File: src/rtl/cp0_pkg.sv
// Shared CP0 constants: register indices, status field positions, reset values and fixed IDs.
package cp0_pkg;

    localparam logic [4:0] REG_SR    = 5'd12;
    localparam logic [4:0] REG_CAUSE = 5'd13;
    localparam logic [4:0] REG_EPC   = 5'd14;
    localparam logic [4:0] REG_PRID  = 5'd15;

    localparam int IM_LO   = 10;
    localparam int IM_HI   = 15;
    localparam int EXL_BIT = 1;
    localparam int IE_BIT  = 0;

    localparam logic [31:0] HANDLER_ADDR_DEF = 32'h0000_4180;
    localparam logic [31:0] PRID_VAL_DEF     = 32'h4D49_5053;

    localparam logic [5:0]  IP_RST  = 6'd0;
    localparam logic [5:0]  IM_RST  = 6'd0;
    localparam logic        EXL_RST = 1'b0;
    localparam logic        IE_RST  = 1'b0;
    localparam logic [31:0] EPC_RST = 32'd0;

    // Reassembles the architectural SR word; bits outside IM/EXL/IE read as zero.
    function automatic logic [31:0] sr_word(input logic [5:0] im, input logic exl, input logic ie);
        logic [31:0] w;
        w                = 32'd0;
        w[IM_HI:IM_LO]   = im;
        w[EXL_BIT]       = exl;
        w[IE_BIT]        = ie;
        return w;
    endfunction

endpackage

File: src/rtl/cp0_ip_unit.sv
// Cause.IP register: samples HWINT every edge, or accumulates it with W1C clear when CP0_INT_LATCH_EN is defined.
// Latency: one edge from HWINT to IP. No backpressure; the clear strobe is a plain write enable.
module cp0_ip_unit
    import cp0_pkg::*;
(
    input  logic       clk,
    input  logic       rst,
    input  logic [5:0] hwint,
    input  logic       clr_vld,
    input  logic [5:0] clr_dat,
    output logic [5:0] ip
);

    logic [5:0] ip_q;
    logic [5:0] ip_d;

`ifdef CP0_INT_LATCH_EN
    // OR-ing hwint after the clear keeps a bit set when it is raised and cleared on the same edge.
    always_comb begin
        ip_d = (ip_q & ~(clr_vld ? clr_dat : 6'd0)) | hwint;
    end
`else
    logic unused_clr;
    assign unused_clr = clr_vld ^ (^clr_dat);

    always_comb begin
        ip_d = hwint;
    end
`endif

    always_ff @(posedge clk or posedge rst) begin
        if (rst) begin
            ip_q <= IP_RST;
        end else begin
            ip_q <= ip_d;
        end
    end

    assign ip = ip_q;

endmodule

File: src/rtl/cp0_intc.sv
// CP0 interrupt controller: SR/Cause/EPC/PRId, exception-entry request, eret handling (IP behaviour set by CP0_INT_LATCH_EN).
// Latency: register updates one edge; IntReq and DOUT combinational from registered state. No backpressure.
module cp0_intc
    import cp0_pkg::*;
#(
    parameter logic [31:0] HANDLER_ADDR = HANDLER_ADDR_DEF,
    parameter logic [31:0] PRID_VAL     = PRID_VAL_DEF
) (
    input  logic        CLK_I,
    input  logic        RST_I,
    input  logic [5:0]  HWINT,
    input  logic [29:0] PC,
    input  logic [4:0]  A1,
    input  logic [4:0]  A2,
    input  logic [31:0] DIN,
    input  logic        WE,
    input  logic        ERET,
    output logic [31:0] DOUT,
    output logic        IntReq,
    output logic [31:0] EPC,
    output logic [31:0] VEC,
    output logic        exlclr
);

    logic [5:0]  im_q, im_d;
    logic        exl_q, exl_d;
    logic        ie_q, ie_d;
    logic [31:0] epc_q, epc_d;
    logic        exlclr_q, exlclr_d;
    logic [5:0]  ip;
    logic        wr_sr, wr_epc, wr_cause, eret_ok;

    logic unused_din;
    assign unused_din = ^{DIN[31:16], DIN[9:2]};

    assign wr_sr    = WE && (A2 == REG_SR);
    assign wr_epc   = WE && (A2 == REG_EPC);
    assign wr_cause = WE && (A2 == REG_CAUSE);
    assign eret_ok  = ERET && exl_q;

    cp0_ip_unit u_ip (
        .clk     (CLK_I),
        .rst     (RST_I),
        .hwint   (HWINT),
        .clr_vld (wr_cause),
        .clr_dat (DIN[IM_HI:IM_LO]),
        .ip      (ip)
    );

    assign IntReq = (|(ip & im_q)) && ie_q && !exl_q;

    // Priority order: mtc0, then eret clears EXL, then entry forces EXL and EPC.
    always_comb begin
        im_d     = im_q;
        exl_d    = exl_q;
        ie_d     = ie_q;
        epc_d    = epc_q;
        exlclr_d = 1'b0;
        if (wr_sr) begin
            im_d  = DIN[IM_HI:IM_LO];
            exl_d = DIN[EXL_BIT];
            ie_d  = DIN[IE_BIT];
        end
        if (wr_epc) begin
            epc_d = DIN;
        end
        if (eret_ok) begin
            exl_d    = 1'b0;
            exlclr_d = 1'b1;
        end
        if (IntReq) begin
            exl_d = 1'b1;
            epc_d = {PC, 2'b00};
        end
    end

    always_ff @(posedge CLK_I or posedge RST_I) begin
        if (RST_I) begin
            im_q     <= IM_RST;
            exl_q    <= EXL_RST;
            ie_q     <= IE_RST;
            epc_q    <= EPC_RST;
            exlclr_q <= 1'b0;
        end else begin
            im_q     <= im_d;
            exl_q    <= exl_d;
            ie_q     <= ie_d;
            epc_q    <= epc_d;
            exlclr_q <= exlclr_d;
        end
    end

    always_comb begin
        case (A1)
            REG_SR:    DOUT = sr_word(im_q, exl_q, ie_q);
            REG_CAUSE: DOUT = {16'd0, ip, 10'd0};
            REG_EPC:   DOUT = epc_q;
            REG_PRID:  DOUT = PRID_VAL;
            default:   DOUT = 32'd0;
        endcase
    end

    assign EPC    = epc_q;
    assign VEC    = HANDLER_ADDR;
    assign exlclr = exlclr_q;

endmodule

File: config.mk
export PLATFORM = sky130hd
export DESIGN_NAME = cp0_intc
export DESIGN_NICKNAME = d
export VERILOG_FILES = /design/src/rtl/cp0_pkg.sv /design/src/rtl/cp0_ip_unit.sv /design/src/rtl/cp0_intc.sv
export SDC_FILE = /design/constraint.sdc
export NUM_CORES = 1
export LEC_CHECK = 0
export ABC_AREA = 1
export CAP_MARGIN = 25
export CORE_MARGIN = 5
export CORE_UTILIZATION = 40
export CTS_BUF_LIST = sky130_fd_sc_hd__clkbuf_4 sky130_fd_sc_hd__clkbuf_8 sky130_fd_sc_hd__clkbuf_16
export CTS_CLUSTER_SIZE = 25
export DETAILED_ROUTE_END_ITERATION = 10
export PLACE_DENSITY = 0.95
export SYNTH_ARGS = -nofsm -noshare
export SYNTH_HDL_FRONTEND = slang
export SYNTH_HIERARCHICAL = 1
export SYNTH_SLANG_ARGS = --single-unit
File: constraint.sdc
create_clock -name CLK_I -period 2.3 [get_ports CLK_I]
set_input_delay 0.23 -clock CLK_I [delete_from_list [all_inputs] [get_ports CLK_I]]
set_output_delay 0.23 -clock CLK_I [all_outputs]
set_load 0.02 [all_outputs]
# Yosys cells after proc, flatten, opt, wreduce, memory -nomap -nowiden
# Cells that the tools add are included.
[op_classes] n_mul=0 shifts=0 n_mux=7 add_sub_neg=0 n_eq_ne=6 div=0 n_reduce_logical=9 n_lt_le_gt_ge=0 bitwise=1
[ops] op="$pmux 32 s4" n=1
[ops] op="$mux 32" n=2
[ops] op="$eq 5x4->1 const B" n=6
[ops] op="$and 6x6->6" n=1
[ops] op="$reduce_or 6->1" n=1
[ops] op="$logic_and 1x1->1" n=5
[ops] op="$mux 1" n=4
[ops] op="$reduce_bool 3->1" n=1
[ops] op="$reduce_bool 2->1" n=1
[ops] op="$logic_not 1->1" n=1
[totals] ramBits=0 elab_cells=29 register_bits=47 memories=0 input_bits=82 rom_bits=0 out_inout_bits=98 latchBits=0

# Logic depth before layout (Yosys ltp)
[depth] depth_word=5 depth_mapped=9

# Hierarchy
# The synthesis kept the hierarchy.
[by_module_without_submodules] mod="cp0_intc" instances=1 seq_area_each_um2=1026.0 area_each_um2=2961.6 cells_each=457
[by_module_without_submodules] mod="cp0_ip_unit" instances=1 seq_area_each_um2=150.1 area_each_um2=153.9 cells_each=7

# Worst setup path before layout
# No wires, ideal clock.
[synth_path] kind="input -> output" startpoint="in A1[1]" endpoint="out DOUT[18]" t_required_ns=2.070 setup_slack_ns=0.973 cell_stages=5 arrival_time_ns=1.097 path_buffers=1 cell_sequence="inv_1 -> nor4_4 -> inv_2 -> buf_6 -> nor2_2"
[synth_via] elab_chain_len=2
[synth_lines] item="start, declared" line_no="cp0_intc.sv:13" rtl="input logic [4:0] A1,"
[synth_lines] item="$eq 5x4->1" line_no="cp0_intc.sv:94" rtl="case (A1)"
[synth_lines] item="$pmux 32 s4 *" line_no="cp0_intc.sv:94"
[synth_lines] item="end, declared" line_no="cp0_intc.sv:18" rtl="output logic [31:0] DOUT,"
# Every way passes the cells marked *; elsewhere a longest branch is shown, timed or not.

# Worst setup path after layout
[layout_path] startpoint="in A1[3]" endpoint="out DOUT[11]"
# Same word-level chain as after synthesis.

==> results.md <==
* Clock period minus worst slack at 2.17 ns
* PwrDens at 895 nW/um^2
* Slew HR at 43.1%
* Rows at 32
* Final wirelength at 10.6 mm
* Post-route setup TNS at 0 ns
* Die Y at 98.1 um
* Synth Warn # at 6
* Starting density of the core at 40.6%
* Design Area, Final at 4730 um^2
* Worst-Skew Late Latency at 0.29 ns
* Antenna Cells at 0
* Crit Path Max Fanout at 10
* Buffers on Ports at 147
* CP max stage cell: clkdlybuf4s50_1
* Core Region at 7650 um^2
* Max Slew Vio Count at 0
* Buf/Inv on CP at 4
* CP Data Arrival Time at 1.94 ns
* Slowest stage delay, CP at 0.49 ns
* Final Skew at 0.00400 ns
* Vias/cell at 4.85
* Endpoint type of the worst setup path: output pin
* Fin crit share at 94.2%
* Worst-Margin Slew at 0.852 ns
* Share of cells above drive strength 1 at 8.33%
* Commonest cells after routing, fill and taps aside: 159 x nand2_1, 115 x clkdlybuf4s50_1, 106 x nand3_1
* Final setup viols at 0
* TritonCTS Sinks at 47
* CP Data Required Time at 2.07 ns
* Commonest non-fill, non-tap cell in the layout: nand2_1
* Antenna Nets Post-Route at 0
* Place WS at -0.136 ns
* Cell family with most CP delay: buffers and inverters
* DRC at 0
* Die X-Extent at 98.1 um
* Total congestion overflow at 0
* Synth-to-Final Area Change at 52.2%
* Synthesized area at 3110 um^2
* Clock transition at the registers of the reported paths at 0.08 ns
* Top-level I/O count at 180
* First-pass GRT wire length at 16.8 mm
* Initial antenna violation count at 0
* Syn Area/Cell at 6.72 um^2
* Total GRT Usage at 21.3%
* Outcome: finished clean
* Max_cap viols at 0
* Post-DP Area at 4630 um^2
* Clock Path Buffers at 2
* Die area at 9630 um^2
* LEAKAGE at 2.74 nW
* Final hold violations at 0
* Largest net degree at the start of global routing at 62
* Wirelength per Cell at 14.9 um
* NumNets Final at 693
* RSZ-0062 raised after global routing: no
* Hold Buf Count CTS at 0
* Final worst slack at 0.134 ns
* H-tree Lvls at 2
* CTS Buf Count at 5
* Post-Syn Instances at 462
* CTS tree: done
* Hold Crit Class: input port to asynchronous set/reset pin
* Fmax at 462 MHz
* Vias in the first global route at 3,545
* Detailed Route Iter0 Violations at 203
* GP Congestion at 0.812
* Pre-antenna DRT Iters at 4
* Vias post-DR at 3,464
* Peak supply drop at 517 uV
* Crit path cell chain: clkdlybuf4s50_1, nand2_1, nor4_4, buf_4, buf_4, nand2_1, nand3_1, dlygate4sd2_1
* Startpoint types: input port
* Critical path class: input port to output pin
* Clock tree root buffer cell: clkbuf_8
* Detail Placement HPWL at 8.17 mm
==> flip-flops by register name (all words and copies together), names as in the netlist <==
signal,flops
u_ip/ip,6
im_q,6
EPC,32
exlclr,1
exl_q,1
ie_q,1
==> worst register-to-register path: stages (launching register included) <==
cell     delay (ns)
dfrtp_1        0.42
nand2_1        0.10
nand2_1        0.05
nor2_1         0.10
nand2_1        0.10
nand2_2        0.08
buf_4          0.47
nand2_1        0.17
nand2_1        0.09
nand2_1        0.05
==> timing repair <==
item,4_1_cts,5_1_grt
pin swaps,1,0
resized for setup,22,11
buffers inserted,1,0
hold endpoints to repair,0,0
setup endpoints to repair,30,11
==> metrics by stage <==
step	utilization, %	instances	hold slack (ns)	total power, mW
floorplan	-	492	0.0210	2.72
global placement	60.5	705	0.490	3.67
detailed placement	60.5	705	0.495	3.76
CTS	61.4	714	0.204	4.26
global route	61.8	714	0.219	4.56
finish	61.8	714	0.218	4.23
==> path summary, 6_finish.rpt <==
| kind | depth (start not counted) | to | slack [ns] | from |
|---|---|---|---|---|
| min in group CLK_I | 1 | u_ip/ip[4] | 0.38 | HWINT[4] |
| worst max-delay path | 8 | DOUT[11] | 0.13 | A1[3] |
| worst min-delay path | 2 | u_ip/ip[2] | 0.22 | RST_I |
| max in group asynchronous | 2 | EPC[10] | 1.29 | RST_I |
| worst min register to register | 2 | im_q[4] | 0.51 | im_q[4] |
| worst max register to register | 9 | EPC[12] | 0.57 | im_q[5] |
==> cell type report <==
cell class	count	area [um^2]
fill	703	2920
timing repair buffer	169	1640
multi-input combinational	332	1480
sequential	47	1180
inverter	56	213
tap	102	128
clock buffer	7	83.8
clock inverter	1	5.00
==> metal layers <==
layer | track usage [%] | part of all wire, %
met5 | 0 | 0
met4 | 8.52 | 3.2
met3 | 5.57 | 7.9
met2 | 38.5 | 52
met1 | 23.6 | 36
==> report_power, final <==
part	internal [mW]	total [mW]	leakage [nW]	switching, mW
logic	0.975	2.29	2.13	1.31
registers	1.15	1.44	0.556	0.295
clock network	0.238	0.502	0.0491	0.264
total	2.36	4.23	2.74	1.87
Note: power is estimated with default switching activity, not from simulation.
